### src/rtl/fib_rx_pkg.sv
// -----------------------------------------------------------------------------
// fib_rx_pkg
// Shared definitions for the FIB stream receiver:
//   - state_e        : receiver FSM state encoding (IDLE / RECV / DONE)
//   - MAX_WORDS_DEF  : default per-frame word capacity
//   - CRC_POLY       : CRC-8 generator polynomial (x^8 + x^2 + x + 1)
//   - crc8_update()  : one-byte CRC-8 step, MSB first, no reflection
// -----------------------------------------------------------------------------
package fib_rx_pkg;

  typedef enum logic [1:0] {
    ST_IDLE = 2'd0,
    ST_RECV = 2'd1,
    ST_DONE = 2'd2
  } state_e;

  localparam int         MAX_WORDS_DEF = 1024;
  localparam logic [7:0] CRC_POLY      = 8'h07;

  // Folds one data byte into the running CRC, processing the MSB first.
  function automatic logic [7:0] crc8_update(input logic [7:0] crc_in,
                                             input logic [7:0] data);
    logic [7:0] c;
    c = crc_in ^ data;
    for (int i = 0; i < 8; i++) begin
      c = c[7] ? ((c << 1) ^ CRC_POLY) : (c << 1);
    end
    return c;
  endfunction

endpackage

### src/rtl/fib_rx_sync.sv
// -----------------------------------------------------------------------------
// fib_rx_sync
// Multi-flop synchronizer for signals arriving from the asynchronous FIB
// output stage, followed by one extra register used for edge detection.
//
// Parameters
//   WIDTH   : number of bits synchronized in parallel
//   STAGES  : synchronizer depth (2..4)
// Ports
//   clk     in   system clock
//   rst_n   in   asynchronous active-low reset
//   d       in   asynchronous input bits
//   q       out  synchronized level (output of the last synchronizer stage)
//   rise    out  per-bit rising edge of q (one cycle)
//   fall    out  per-bit falling edge of q (one cycle)
// -----------------------------------------------------------------------------
module fib_rx_sync #(
  parameter int WIDTH  = 1,
  parameter int STAGES = 2
) (
  input  logic             clk,
  input  logic             rst_n,
  input  logic [WIDTH-1:0] d,
  output logic [WIDTH-1:0] q,
  output logic [WIDTH-1:0] rise,
  output logic [WIDTH-1:0] fall
);

  logic [STAGES-1:0][WIDTH-1:0] chain_q;
  logic [WIDTH-1:0]             prev_q;

  // NOTE: the synchronizer chain is ordinary flop storage, not a RAM, so it
  // is cleared by reset; sequential state is always updated with '<=' so every
  // stage samples the value its predecessor held before this edge.
  always_ff @(posedge clk or negedge rst_n) begin
    if (!rst_n) begin
      chain_q <= '0;
      prev_q  <= '0;
    end else begin
      chain_q <= {chain_q[STAGES-2:0], d};
      prev_q  <= chain_q[STAGES-1];
    end
  end

  assign q    = chain_q[STAGES-1];
  assign rise = q & ~prev_q;
  assign fall = ~q & prev_q;

endmodule

### src/rtl/fib_stream_rx.sv
// -----------------------------------------------------------------------------
// fib_stream_rx
// Receives framed byte streams from the FIB output stage. The word clock,
// frame envelope and data bus are synchronized into clk_in, words are
// captured on synchronized s_clk rising edges while a frame is open, and
// per-frame length, last word, CRC and sticky error flags are reported.
//
// Optional feature (macro FIB_RX_CRC_EN):
//   defined   : crc is CRC-8 (poly 0x07, init 0x00, MSB first, no xorout)
//   undefined : crc is tied to 8'h00 and no CRC logic exists
//
// Parameters
//   SYNC_STAGES : synchronizer depth for s_clk, s_syn, s_dout (2..4)
//   MAX_WORDS   : per-frame word capacity (at most 2047)
// Ports
//   clk_in      in   system clock
//   rst_n       in   asynchronous active-low reset
//   s_clk       in   stream word clock (asynchronous)
//   s_dout      in   stream data word [7:0]
//   s_syn       in   frame envelope, high during a frame
//   exp_length  in   expected words per frame [9:0], 0 means 1024
//   clr         in   one-cycle pulse clearing err_len / err_ovf
//   busy        out  high while a frame is being received
//   frame_done  out  one-cycle pulse when a frame's results are loaded
//   frame_len   out  words captured in the last completed frame [10:0]
//   last_word   out  most recently captured word [7:0]
//   err_len     out  sticky: a frame length differed from exp_length
//   err_ovf     out  sticky: words arrived beyond MAX_WORDS
//   crc         out  CRC-8 of the last completed frame [7:0]
// -----------------------------------------------------------------------------
module fib_stream_rx
  import fib_rx_pkg::*;
#(
  parameter int SYNC_STAGES = 2,
  parameter int MAX_WORDS   = MAX_WORDS_DEF
) (
  input  logic        clk_in,
  input  logic        rst_n,
  input  logic        s_clk,
  input  logic [7:0]  s_dout,
  input  logic        s_syn,
  input  logic [9:0]  exp_length,
  input  logic        clr,
  output logic        busy,
  output logic        frame_done,
  output logic [10:0] frame_len,
  output logic [7:0]  last_word,
  output logic        err_len,
  output logic        err_ovf,
  output logic [7:0]  crc
);

  localparam logic [10:0] MAX_CNT = 11'(MAX_WORDS);

  // ---------------------------------------------------------------------------
  // Synchronizers
  // ---------------------------------------------------------------------------
  logic       sclk_lvl, sclk_rise, sclk_fall;
  logic       syn_lvl, syn_rise, syn_fall;
  logic [7:0] dout_sync, dout_rise, dout_fall;

  fib_rx_sync #(.WIDTH(1), .STAGES(SYNC_STAGES)) u_sync_clk (
    .clk  (clk_in),
    .rst_n(rst_n),
    .d    (s_clk),
    .q    (sclk_lvl),
    .rise (sclk_rise),
    .fall (sclk_fall)
  );

  fib_rx_sync #(.WIDTH(1), .STAGES(SYNC_STAGES)) u_sync_syn (
    .clk  (clk_in),
    .rst_n(rst_n),
    .d    (s_syn),
    .q    (syn_lvl),
    .rise (syn_rise),
    .fall (syn_fall)
  );

  // Data shares the control path's depth so a word is sampled on the same
  // cycle its s_clk edge is seen.
  fib_rx_sync #(.WIDTH(8), .STAGES(SYNC_STAGES)) u_sync_dat (
    .clk  (clk_in),
    .rst_n(rst_n),
    .d    (s_dout),
    .q    (dout_sync),
    .rise (dout_rise),
    .fall (dout_fall)
  );

  // Only edges of s_clk/s_syn and the level of the data bus are consumed.
  logic unused_sync;
  assign unused_sync = ^{sclk_lvl, sclk_fall, syn_lvl, dout_rise, dout_fall};

  // ---------------------------------------------------------------------------
  // Frame FSM
  // ---------------------------------------------------------------------------
  state_e state_q, state_d;

  always_ff @(posedge clk_in or negedge rst_n) begin
    if (!rst_n) state_q <= ST_IDLE;
    else        state_q <= state_d;
  end

  // NOTE: next state is given a default before the case so no path leaves it
  // unassigned, which would otherwise infer a latch.
  always_comb begin
    state_d = state_q;
    unique case (state_q)
      ST_IDLE: if (syn_rise) state_d = ST_RECV;
      ST_RECV: if (syn_fall) state_d = ST_DONE;
      ST_DONE: state_d = syn_rise ? ST_RECV : ST_IDLE;
      default: state_d = ST_IDLE;
    endcase
  end

  // ---------------------------------------------------------------------------
  // Capture datapath
  // ---------------------------------------------------------------------------
  logic        in_recv, in_done, start;
  logic        cap, cap_ok, ovf_set, len_set;
  logic [10:0] cnt_q, exp_eff;

  assign in_recv = (state_q == ST_RECV);
  assign in_done = (state_q == ST_DONE);
  // A new frame can open from IDLE or directly out of DONE.
  assign start   = syn_rise && !in_recv;
  // Capture is evaluated on the current state, so a word whose edge coincides
  // with the s_syn fall is still taken before the frame closes.
  assign cap     = in_recv && sclk_rise;
  assign cap_ok  = cap && (cnt_q != MAX_CNT);
  assign ovf_set = cap && (cnt_q == MAX_CNT);
  assign exp_eff = (exp_length == '0) ? 11'd1024 : {1'b0, exp_length};
  assign len_set = in_done && (cnt_q != exp_eff);
  assign busy    = in_recv;

  always_ff @(posedge clk_in or negedge rst_n) begin
    if (!rst_n) begin
      cnt_q      <= '0;
      last_word  <= '0;
      frame_done <= 1'b0;
      frame_len  <= '0;
      err_len    <= 1'b0;
      err_ovf    <= 1'b0;
    end else begin
      frame_done <= in_done;
      if (start)       cnt_q <= '0;
      else if (cap_ok) cnt_q <= cnt_q + 11'd1;
      if (cap_ok)  last_word <= dout_sync;
      if (in_done) frame_len <= cnt_q;
      // Set has priority over a simultaneous clear.
      err_len <= len_set | (err_len & ~clr);
      err_ovf <= ovf_set | (err_ovf & ~clr);
    end
  end

  // ---------------------------------------------------------------------------
  // CRC
  // ---------------------------------------------------------------------------
`ifdef FIB_RX_CRC_EN
  logic [7:0] crc_run_q;

  always_ff @(posedge clk_in or negedge rst_n) begin
    if (!rst_n) begin
      crc_run_q <= '0;
      crc       <= '0;
    end else begin
      if (start)       crc_run_q <= '0;
      else if (cap_ok) crc_run_q <= crc8_update(crc_run_q, dout_sync);
      if (in_done) crc <= crc_run_q;
    end
  end
`else
  assign crc = 8'h00;
`endif

endmodule

### config.mk
export PLATFORM = sky130hd
export DESIGN_NAME = fib_stream_rx
export DESIGN_NICKNAME = d
export VERILOG_FILES = /design/src/rtl/fib_rx_pkg.sv /design/src/rtl/fib_rx_sync.sv /design/src/rtl/fib_stream_rx.sv
export SDC_FILE = /design/constraint.sdc
export NUM_CORES = 1
export LEC_CHECK = 0
export BUFFER_PORTS_ARGS = -buffer_cell sky130_fd_sc_hd__buf_2
export CORE_ASPECT_RATIO = 1.2
export CORE_UTILIZATION = 50
export CTS_BUF_LIST = sky130_fd_sc_hd__clkbuf_8
export DETAILED_ROUTE_END_ITERATION = 7
export PLACE_DENSITY = 0.87
export SLEW_MARGIN = 20
export SYNTH_ARGS = -nofsm -noshare
export SYNTH_HDL_FRONTEND = slang
export SYNTH_SLANG_ARGS = --single-unit
export TNS_END_PERCENT = 5
### constraint.sdc
create_clock -name clk_in -period 1.5 [get_ports clk_in]
set_input_delay 0.225 -clock clk_in [delete_from_list [all_inputs] [get_ports clk_in]]
set_output_delay 0.225 -clock clk_in [all_outputs]
set_load 0.02 [all_outputs]
=== Yosys cells after proc, flatten, opt, wreduce, memory -nomap -nowiden ===
Index checks and enable logic that the tools add are counted.

* Multiplexer cells: 7
* Reduce and logical (&&, ||, !) cells: 10
* Eq/ne operators: 7
* Bitwise logic cells: 11
* $add $sub $neg: 1

{| class="wikitable"
|+ Operators with widths
! kind !! number
|-
| $mux 11 || 3
|-
| $add 11x1->11 const B || 1
|-
| $eq 11x11->1 const B || 1
|-
| $ne 11x11->1 || 1
|-
| $ne 11x11->1 const B || 1
|-
| $logic_not 10->1 || 1
|-
| $pmux 2 s3 || 1
|-
| $and 1x1->1 || 5
|-
| $logic_and 1x1->1 || 5
|-
| $mux 2 || 2
|-
| $ne 2x2->1 const B || 2
|-
| $not 1->1 || 4
|-
| $eq 2x1->1 const B || 1
|-
| $eq 2x2->1 const B || 1
|-
| $logic_not 2->1 || 1
|-
| $or 1x1->1 || 2
|-
| $reduce_and 2->1 || 1
|-
| $reduce_bool 2->1 || 1
|-
| $logic_not 1->1 || 1
|-
| $mux 1 || 1
|}

* Flip-flop bits (word level): 57
* Input bits: 23
* Logic and storage cells: 51

=== Depth between registers and ports, before layout ===
Gate-level depths: netlist (run 1).

* Word-level depth: 6
* Depth in mapped cells: 6
* Mapped depth without buffers: 5

=== By module ===
Synthesis (run 1) repeated with hierarchy kept, for this count alone.

* Cells, all modules: 210
* Area total of the unflattened synthesis: 2,757.6 µm²

{| class="wikitable"
|+ By module, submodules not included
! module !! cells an instance !! area each (µm²) !! times used
|-
| fib_stream_rx || 152 || 1,776.7 || 1
|-
| fib_rx_sync (u_sync_dat) || 48 || 800.8 || 1
|-
| fib_rx_sync (u_sync_clk ...) || 5 || 90.1 || 2
|}

=== Least setup slack after synthesis (run 1) ===
OpenSTA, ideal clock, no wires.

* Path type: register to register
* From: register cnt_q[4]
* To: register last_word[3]
* Buffers on the path: 2
* Path slack: -0.105 ns
* Arrival time: 1.480 ns
* Setup time: 0.125 ns
* Data required time: 1.375 ns
* Stages on the path, launching flop included: 6
* Cells stage by stage: dfrtp_1 buf_6 nor4_4 a41oi_4 buf_6 mux2_4

* Cells in the longest elaborated chain, start to end: 2

{| class="wikitable"
|+ Ends and longest elaborated chain
! what !! RTL line !! text
|-
| start: declaration || fib_stream_rx.sv:122 || <nowiki>logic [10:0] cnt_q, exp_eff;</nowiki>
|-
| start signal: assignment || fib_stream_rx.sv:148 || <nowiki>else if (cap_ok) cnt_q <= cnt_q + 11'd1;</nowiki>
|-
| $ne 11x11->1 || fib_stream_rx.sv:131 || <nowiki>assign cap_ok = cap && (cnt_q != MAX_CNT);</nowiki>
|-
| $logic_and 1x1->1 || fib_stream_rx.sv:131 ||
|-
| end signal: assignment || fib_stream_rx.sv:149 || <nowiki>if (cap_ok) last_word <= dout_sync;</nowiki>
|-
| end: declaration || fib_stream_rx.sv:47 || <nowiki>output logic [7:0] last_word,</nowiki>
|}

No other way between the ends.
A chain may end at the register's enable or synchronous reset.

=== Final worst setup path (run 1) ===
* From: register cnt_q[7]
* To: register last_word[0]

The elaborated chain is that of the path after synthesis.

==> results by group, run 1 <==
Drt
  • Routed len/inst: 13.9 µm
  • Via density: approximately 5.2
  • Remaining antenna violation count: 0
  • Routed WL: 4540 µm
  • Via count: about 1700
  • Iteration-0 DRC Markers: 96
  • Residual DRC: 0
  • Metal-1 WL: roughly 1800 µm
  • Met2 Routed Length: 2300 µm
  • Top sig layer: met4
  • Met3 WL: ~230 µm
  • Drt first pass iters: 4

Pwr
  • Switching Fraction: 29.3%
  • Switching pwr: between 1 and 1.5 mW
  • Clock power frac: 32.8%
  • Internal Pwr Total: ~3 mW
  • Total power: approximately 4.3 mW
  • P per Cell Area: about 1400 nW/µm²
  • Logic pwr share: a little under a quarter
  • Leakage: 1.52 nW
  • Maximum vdd ir drop: 0.00144 V
  • Sequential group share of total power: between 40 and 50%

Clock tree
  • Clock Latency Late Sink: approximately 0.33 ns
  • Sink Count: 57
  • Clock Path Buffers: 2
  • Number of CTS-inserted buffers: 9
  • Root Buffer: clkbuf_8
  • Clock slew at reported path FFs: around 0.070 ns
  • Setup Buffers After CTS: 0
  • # H-tree levels: 3
  • CTS tree: done

STA
  • Final Skew: approximately 0.0090 ns
  • Final worst-path cycle share: 103%
  • Final setup fails: 11
  • Setup TNS: -0.339 ns
  • Max-slew violation count: 0
  • Final hold vios: 0
  • Max Fclk: about 650 MHz
  • Final min period: 1.54 ns
  • Min Hold Slack: between 0.09 and 0.1 ns
  • RSZ-0062 raised after global routing: true
  • Worst setup margin: -0.0420 ns

Setup path
  • Crit-path cells: nor4_4 -> a41oi_4 -> buf_12 -> mux2_1
  • CP Depth: 4
  • Slowest CP cell: dfrtp_1
  • CP Class: reg -> reg
  • CP startpoint: cnt_q[7]
  • Top delay family on crit path: flip-flops
  • RR Startpoint: cnt_q[7]
  • Crit path launch type: flip-flop
  • Critical path fanouts, max: 16
  • Bufs and invs on worst path: 1
  • Worst path max stage delay: 0.41 ns
  • Reg2Reg Capture Point: last_word[0]
  • Setup crit end kind: flip-flop
  • R2R Setup Slk: -0.04 ns
  • WP data arrival: around 1.8 ns
  • Required time of the critical path: about 1.7 ns
  • R2R depth: 4

Yosys
  • Gate Count Post-Synth: about 180
  • Synth area leader: dfrtp_1
  • Post-synthesis sequential area ratio: around 61%
  • Post-Syn Area per Cell: approximately 13 µm²
  • Synthesis Warnings: 0
  • Unique masters post-synth: 37
  • Synth Register Bits: 57
  • Synth top area cells: dfrtp_1, mux2_1, xnor2_1, mux2_4, buf_4
  • Post-synthesis cell area: between 2000 and 2500 µm²
  • Yosys top cell area share: 60.7%

Layout
  • Area occupied by multi-input gates: slightly below 900 µm²
  • Commonest non-fill, non-tap cells in the layout: dfrtp_1, buf_2, buf_4
  • Antenna Cells: 0
  • Final cell count without fillers: ~330
  • Most common cell after layout, fill and taps aside: dfrtp_1
  • Fin nets: between 200 and 300
  • Area Growth Syn to Fin: 34.3%
  • Register area: ~1400 µm²
  • Filler cell count: roughly 330
  • Final std cell area, no fill: roughly 3200 µm²
  • Share of layout cells above drive strength 1: a little under two fifths

Placement
  • Cells after DPL: 300
  • Routability cong.: between 0.8 and 0.9
  • Placed inst area: roughly 2800 µm²
  • Dpl hpwl: around 3300 µm
  • I/O Buffers: 45

Die
  • IO Pins: 54
  • Die area: around 5000 µm²
  • Core area: 4390 µm²
  • DIE HEIGHT: just under 80 µm
  • Die Wd: roughly 65 µm
  • Rows: 26
  • Initial Util: between 50% and 60%

Global route
  • Initial antenna violation count: 0
  • Pin count of the biggest net entering global routing: 25
  • Global-route wire length before repair: 7390 µm
  • GRT Overall Usage: ~20%
  • Total gr overflow: 0
  • Vias in the first global route: roughly 1700

Worst hold path
  • Hold_sp: clr
  • Hold Path End: err_ovf
  • Hold path depth: 2
  • Worst hold path class: in -> reg

Job
  • Maxcap violations: 0

Status
  • Violated checks: setup timing
  • Status: complete, but fails checks
[state kept, by name, indices dropped and copies added (netlist names)]
name and count:
cnt_q 11, err_len 1, err_ovf 1, frame_done 1, frame_len 11, last_word 8
state_q 2, u_sync_clk.chain_q 1, u_sync_clk.prev_q 1, u_sync_clk.q 1, u_sync_dat.chain_q 8, u_sync_dat.q 8
u_sync_syn.chain_q 1, u_sync_syn.prev_q 1, u_sync_syn.q 1
[power groups by stage]
stage	logic (mW)	clock network, mW	registers (mW)
2_1_floorplan	0.376	0	2.02
4_1_cts	0.969	1.42	1.85
3_5_place_dp	0.917	0	1.87
3_3_place_gp	0.884	0	1.86
5_1_grt	1.09	1.48	1.88
6_report	1.01	1.40	1.85
[worst max path at each step]
stage                    to  slack [ns]
2_1_floorplan  last_word[3]       -0.08
3_3_place_gp   last_word[0]       -0.01
3_5_place_dp   last_word[2]       -0.09
4_1_cts            cnt_q[2]       -0.05
5_1_grt            cnt_q[2]       -0.12
6_report       last_word[0]       -0.04
[area by class of cell]
type                       count  area share (%)
clock buffer                  10            4.36
clock inverter                 6            1.86
timing repair buffer          79            17.5
sequential                    57            45.2
tap                           56            2.22
multi-input combinational    109            27.7
inverter                      10            1.19
[metal layers]
metal  vias to the layer above  track usage, %
li1                        784               -
met1                       819            22.3
met2                        69            34.1
met3                        14            4.02
met4                         0            14.9
met5                         -               0
[logic make-up (layout without fill, tap and decap cells)]
family / after synthesis / count (layout) / synth area share [%]
compound gates: 23 / 23 / 7.30
xor+xnor: 15 / 15 / 5.59
fa+ha+maj: 2 / 2 / 1.06
buf+inv: 24 / 105 / 5.75
flops: 57 / 57 / 60.7
mux: 13 / 13 / 6.98
other cells: 1 / 8 / 0.160
simple gates: 48 / 48 / 12.5
[through the flow]
step | util [%] | worst slack (ns)
2_1_floorplan | - | -0.0780
3_3_place_gp | 63.4 | -0.0123
3_5_place_dp | 63.4 | -0.0878
4_1_cts | 71.0 | -0.0466
5_1_grt | 71.9 | -0.122
6_report | 71.9 | -0.0420
[synth_stat cells (all sizes together)]
cell type,n
a211oi,3
a21oi,3
a22oi,1
a31o,3
a32oi,1
a41oi,1
and2,2
and3,2
and4,2
and4bb,1
buf,10
clkbuf,4
conb,1
dfrtp,57
ha,2
inv,10
mux2,12
mux2i,1
nand2,9
nand2b,4
nand3,4
nand4,5
nand4bb,1
nor2,10
nor2b,1
nor3,1
nor4,5
o2111a,1
o21ai,8
o22ai,2
or3,1
xnor2,9
xor2,6
[repair_timing]
item                                    CTS  global route
hold buffers                             11             0
pin swaps                                 0             3
endpoints found under the setup margin   13            18
gates resized for setup                   5             9
endpoints found under the hold margin    26             0
No activity file was read; power rests on OpenSTA's default activity.
==> run 2, diff against run 1 <==
Settings changed: SKIP_CTS_REPAIR_TIMING set to 1, SLEW_MARGIN 20 to 10.
==> run 2 against run 1 <==
Compared with the run above:
- the flow still finishes with violations (setup timing)
- sequential share of layout area is 0.13 points higher
- worst setup slack worse by 0.0062 ns
- clock skew barely moved
- via count decreased by 1.7%
- hold slack got worse by 0.093 ns
- first-iteration DRC count is 22% higher
- core utilization is 0.20 points lower
- register-to-register slack about the same
- critical path type unchanged
- critical endpoint unchanged
- largest cell class unchanged
==> results by group, run 2 (synthesis results as in run 1) <==
Drt
  • Drt first pass iters: 4
  • Routed WL: about 4500 µm
  • Via density: 5.08
  • Via count: ~1700
  • Iteration-0 DRC Markers: 117
  • Routed len/inst: about 14 µm
  • Remaining antenna violation count: 0
  • Residual DRC: 0

STA
  • Final hold vios: 0
  • Worst setup margin: -0.0482 ns
  • Final Skew: around 0.0087 ns
  • Max Fclk: between 600 and 700 MHz
  • Max-slew violation count: 0
  • RSZ-0062 raised after global routing: true
  • Final setup fails: 11
  • Final min period: approximately 1.5 ns
  • Final worst-path cycle share: 103%
  • Setup TNS: -0.319 ns

Clock tree
  • Clock Latency Late Sink: 0.33 ns
  • # H-tree levels: 3
  • CTS tree: done
  • Number of CTS-inserted buffers: 9
  • Clock slew at reported path FFs: approximately 0.06 ns
  • Root Buffer: clkbuf_8
  • Sink Count: between 50 and 60
  • Clock Path Buffers: 2

Layout
  • Antenna Cells: 0
  • Area Growth Syn to Fin: 33.9%
  • Commonest non-fill, non-tap cells in the layout: dfrtp_1, buf_2, buf_4
  • Share of layout cells above drive strength 1: between 30% and 40%
  • Filler cell count: around 340
  • Fin nets: 290
  • Largest regs: cnt_q x11, frame_len x11
  • Area occupied by multi-input gates: 875 µm²
  • Most common cell after layout, fill and taps aside: dfrtp_1
  • Register area: between 1000 and 1500 µm²
  • Final core occ: 71.7%

Setup path
  • Required time of the critical path: between 1.5 and 2 ns
  • Slowest CP cell: dfrtp_1
  • Top delay family on crit path: flip-flops
  • Crit path launch type: flip-flop
  • Bufs and invs on worst path: 1
  • Critical path fanouts, max: 16
  • Crit-path cells: nor4_4 -> a41oi_4 -> buf_12 -> mux2_1
  • CP Class: reg -> reg
  • Setup crit end kind: flip-flop
  • WP data arrival: around 1.8 ns
  • Worst path max stage delay: roughly 0.41 ns

Die
  • Core area: 4390 µm²
  • Die area: 4980 µm²
  • DIE HEIGHT: 77.1 µm
  • Rows: 26
  • Initial Util: 53.5%
  • IO Pins: 54
  • Die Wd: between 60 and 70 µm

Placement
  • Dpl hpwl: 3270 µm
  • Routability cong.: around 0.85
  • DP Worst Slack: -0.0878 ns
  • I/O Buffers: 45

Global route
  • Initial antenna violation count: 0
  • Pin count of the biggest net entering global routing: 25
  • Total gr overflow: 0
  • Vias in the first global route: ~1700
  • Global-route wire length before repair: a little over 7000 µm
  • GRT Overall Usage: between 10% and 20%

Pwr
  • Maximum vdd ir drop: 0.00144 V
  • Leakage: about 1.5 nW
  • P per Cell Area: about 1300 nW/µm²

Worst hold path
  • Worst hold path class: in -> reg

Status
  • Violated checks: setup timing
  • Status: complete, but fails checks

Job
  • Maxcap violations: 0
==> run 2: final cells by class <==
class / instances / area share (%)
Sequential cell: 57 / 45.3
Multi-Input combinational cell: 109 / 27.8
Timing Repair Buffer: 78 / 17.2
Clock buffer: 10 / 4.37
Tap cell: 56 / 2.23
Clock inverter: 6 / 1.87
Inverter: 10 / 1.19
==> run 2: path summary, 6_finish.rpt <==
path | to | depth (start not counted) | startpoint | slack (ns)
max | last_word[0] | 4 | cnt_q[7] | -0.05
min | u_sync_dat.chain_q[4] | 1 | s_dout[4] | 0.002
max reg2reg | last_word[0] | 4 | cnt_q[7] | -0.05
min reg2reg | u_sync_dat.q[2] | 0 | u_sync_dat.chain_q[2] | 0.35
max in group asynchronous | u_sync_dat.chain_q[3] | 3 | rst_n | 0.63
min in group asynchronous | cnt_q[8] | 2 | rst_n | 0.39
==> run 2: worst reg2reg max path: stages, from the launching register on <==
cell,delay (ns)
dfrtp_1,0.41
nor4_4,0.36
a41oi_4,0.16
buf_12,0.19
mux2_1,0.31
==> run 2: metrics by stage <==
stage | total power, mW | hold WS, ns | cell area (µm²) | cells
3_3_place_gp | 2.75 | 0.198 | 2790 | 300
5_1_grt | 4.41 | 0.000564 | 3150 | 326
2_1_floorplan | 2.40 | -0.0706 | 2380 | 190
4_1_cts | 4.19 | -0.153 | 2980 | 316
3_5_place_dp | 2.78 | 0.205 | 2790 | 300
6_report | 4.22 | 0.00189 | 3150 | 326
==> run 2: metal layers <==
| metal | GRT usage [%] | wire length (µm) | vias to the layer above |
|---|---|---|---|
| met2 | 32.7 | 2250 | 60 |
| met3 | 3.87 | 225 | 12 |
| met4 | 14.7 | 148 | 0 |
| li1 | - | - | 782 |
| met5 | 0 | 0 | - |
| met1 | 22.2 | 1870 | 803 |
==> run 2: report_power, final <==
| group | internal (mW) | total, mW | switching, mW |
|---|---|---|---|
| Clock | 0.799 | 1.39 | 0.592 |
| Sequential | 1.73 | 1.85 | 0.126 |
| Combinational | 0.468 | 0.979 | 0.511 |
| Total | 2.99 | 4.22 | 1.23 |
==> run 3, diff against run 2 <==
Settings changed: CELL_PAD_IN_SITES_DETAIL_PLACEMENT set to 1, CELL_PAD_IN_SITES_GLOBAL_PLACEMENT set to 2, CORE_UTILIZATION 50 to 33, PLACE_DENSITY 0.87 to 0.86, TNS_END_PERCENT 5 to 30.
==> run 3 against run 2 <==
Compared with the run above:
- the flow still finishes with violations (setup timing)
- hold slack better by 0.11 ns
- critical path type unchanged
- largest cell class unchanged
- flip-flop and latch count stayed put
- final cell count up 10%
- worst setup slack worse by 0.021 ns
- clock skew is 0.0029 ns lower
- highest routed layer unchanged
- core utilization decreased by 25 points
- global-route usage down 3.8 points
==> results by group, run 3 (synthesis results as in run 1) <==
Die
  • Core area: slightly below 7000 µm²
  • Die Wd: ~80 µm
  • Die area: 7460 µm²
  • IO Pins: 54
  • DIE HEIGHT: 94.4 µm
  • Rows: 33
  • Initial Util: 34.3%

Drt
  • Drt first pass iters: 4
  • Met3 WL: 268 µm
  • Residual DRC: 0
  • Via density: ~4.7
  • Routed len/inst: roughly 15 µm
  • Remaining antenna violation count: 0
  • Via count: 1689
  • Met2 Routed Length: ~2800 µm
  • Iteration-0 DRC Markers: approximately 80
  • Routed WL: between 5000 and 6000 µm
  • Top sig layer: met4
  • Metal-1 WL: 2200 µm

STA
  • Final hold vios: 0
  • RSZ-0062 raised after global routing: true
  • Final min period: 1.57 ns
  • Max-slew violation count: 0
  • Final worst-path cycle share: 105%
  • Final Skew: around 0.0057 ns
  • Min Hold Slack: ~0.11 ns
  • Worst setup margin: -0.0690 ns
  • Final setup fails: 12
  • Max Fclk: around 640 MHz

Layout
  • Fin nets: between 200 and 300
  • Share of layout cells above drive strength 1: roughly two fifths
  • Filler cell count: about 770
  • Largest regs: cnt_q x11, frame_len x11
  • Final std cell area, no fill: between 3000 and 4000 µm²
  • Commonest non-fill, non-tap cells in the layout: dfrtp_1, buf_2, buf_4
  • Antenna Cells: 0
  • Area Growth Syn to Fin: 36.5%
  • Most common cell after layout, fill and taps aside: dfrtp_1

Worst hold path
  • Hold Path End: err_ovf
  • Worst hold path class: in -> reg
  • Hold path depth: 2
  • Hold_sp: clr

Placement
  • DP Worst Slack: -0.0882 ns
  • I/O Buffers: 45
  • Routability cong.: about 0.83
  • Dpl hpwl: a little under 4000 µm
  • Placed inst area: approximately 2800 µm²

Setup path
  • Critical path fanouts, max: 8
  • R2R Setup Slk: -0.07 ns
  • Reg2Reg Capture Point: last_word[5]
  • CP Class: reg -> reg
  • Crit path launch type: flip-flop
  • R2R depth: 4
  • WP data arrival: between 1.5 and 2 ns
  • Required time of the critical path: 1.72 ns
  • Slowest CP cell: dfrtp_1
  • Worst path max stage delay: between 0.4 and 0.5 ns
  • Crit-path cells: nor4_4 -> a41oi_4 -> buf_12 -> mux2_4
  • RR Startpoint: cnt_q[4]
  • Setup crit end kind: flip-flop

Pwr
  • P per Cell Area: ~1300 nW/µm²
  • Maximum vdd ir drop: between 0.0006 and 0.0007 V
  • Leakage: 1.54 nW

Clock tree
  • Root Buffer: clkbuf_8
  • Sink Count: 57
  • # H-tree levels: 3
  • Clock slew at reported path FFs: about 0.070 ns
  • Clock Path Buffers: 2
  • Number of CTS-inserted buffers: 9
  • CTS tree: done
  • Clock Latency Late Sink: roughly 0.33 ns

Global route
  • Global-route wire length before repair: between 8000 and 9000 µm
  • GRT Overall Usage: 16.0%
  • Total gr overflow: 0
  • Initial antenna violation count: 0
  • Vias in the first global route: 1814
  • Pin count of the biggest net entering global routing: 37

Status
  • Violated checks: setup timing
  • Status: complete, but fails checks

Job
  • Maxcap violations: 0
-- run 3: cell count changes in the layout (fill, tap and decap cells not counted), sizes merged --
cell         previous run  this run
buf                    68        70
inv                    11        10
clkinv                  2         3
dlygate4sd3            10        11
bufinv                  1         0
clkbuf                 10        11
-- run 3: final cells by class --
| class | count | area, µm² | share of cell area (%) |
|---|---|---|---|
| clock buffer | 11 | 151 | 4.72 |
| clock inverter | 5 | 30.0 | 0.936 |
| multi-input combinational | 109 | 885 | 27.6 |
| sequential | 57 | 1430 | 44.5 |
| timing repair buffer | 81 | 567 | 17.7 |
| tap | 87 | 109 | 3.39 |
| inverter | 10 | 37.5 | 1.17 |
-- run 3: worst max-delay path: cells and delay by family (launching register included) --
kind            cells  cell delay, ns
flops               1            0.42
simple gates        1            0.38
mux                 1            0.29
compound gates      1            0.19
buf+inv             1            0.18
-- run 3: how the worst max path moves through the flow --
stage | from | to | slack, ns
floorplan | cnt_q[7] | last_word[3] | -0.07
global placement | cnt_q[7] | cnt_q[2] | -0.03
detailed placement | cnt_q[9] | cnt_q[2] | -0.09
CTS | cnt_q[9] | cnt_q[2] | -0.11
global route | cnt_q[4] | last_word[7] | -0.15
finish | cnt_q[4] | last_word[5] | -0.07
-- run 3: metal layers --
layer  up-vias  GRT usage (%)
met1       846           18.7
met2        54           27.7
met5         -              0
met4         0           5.91
met3         7           4.54
li1        782              -
-- run 3: stage by stage --
step / total power [mW] / util (%) / TNS, ns / std cells
global route: 4.40 / 46.8 / -1.83 / 360
floorplan: 2.40 / - / -0.330 / 190
finish: 4.16 / 46.8 / -0.665 / 360
global placement: 2.76 / 41.5 / -0.112 / 333
CTS: 4.12 / 44.1 / -0.913 / 349
detailed placement: 2.80 / 41.5 / -0.715 / 333
-- run 3: power breakdown --
part / switching, mW / total [mW] / internal (mW)
clock: 0.623 / 1.30 / 0.679
sequential: 0.125 / 1.85 / 1.73
combinational: 0.528 / 1.00 / 0.476
total: 1.28 / 4.16 / 2.88
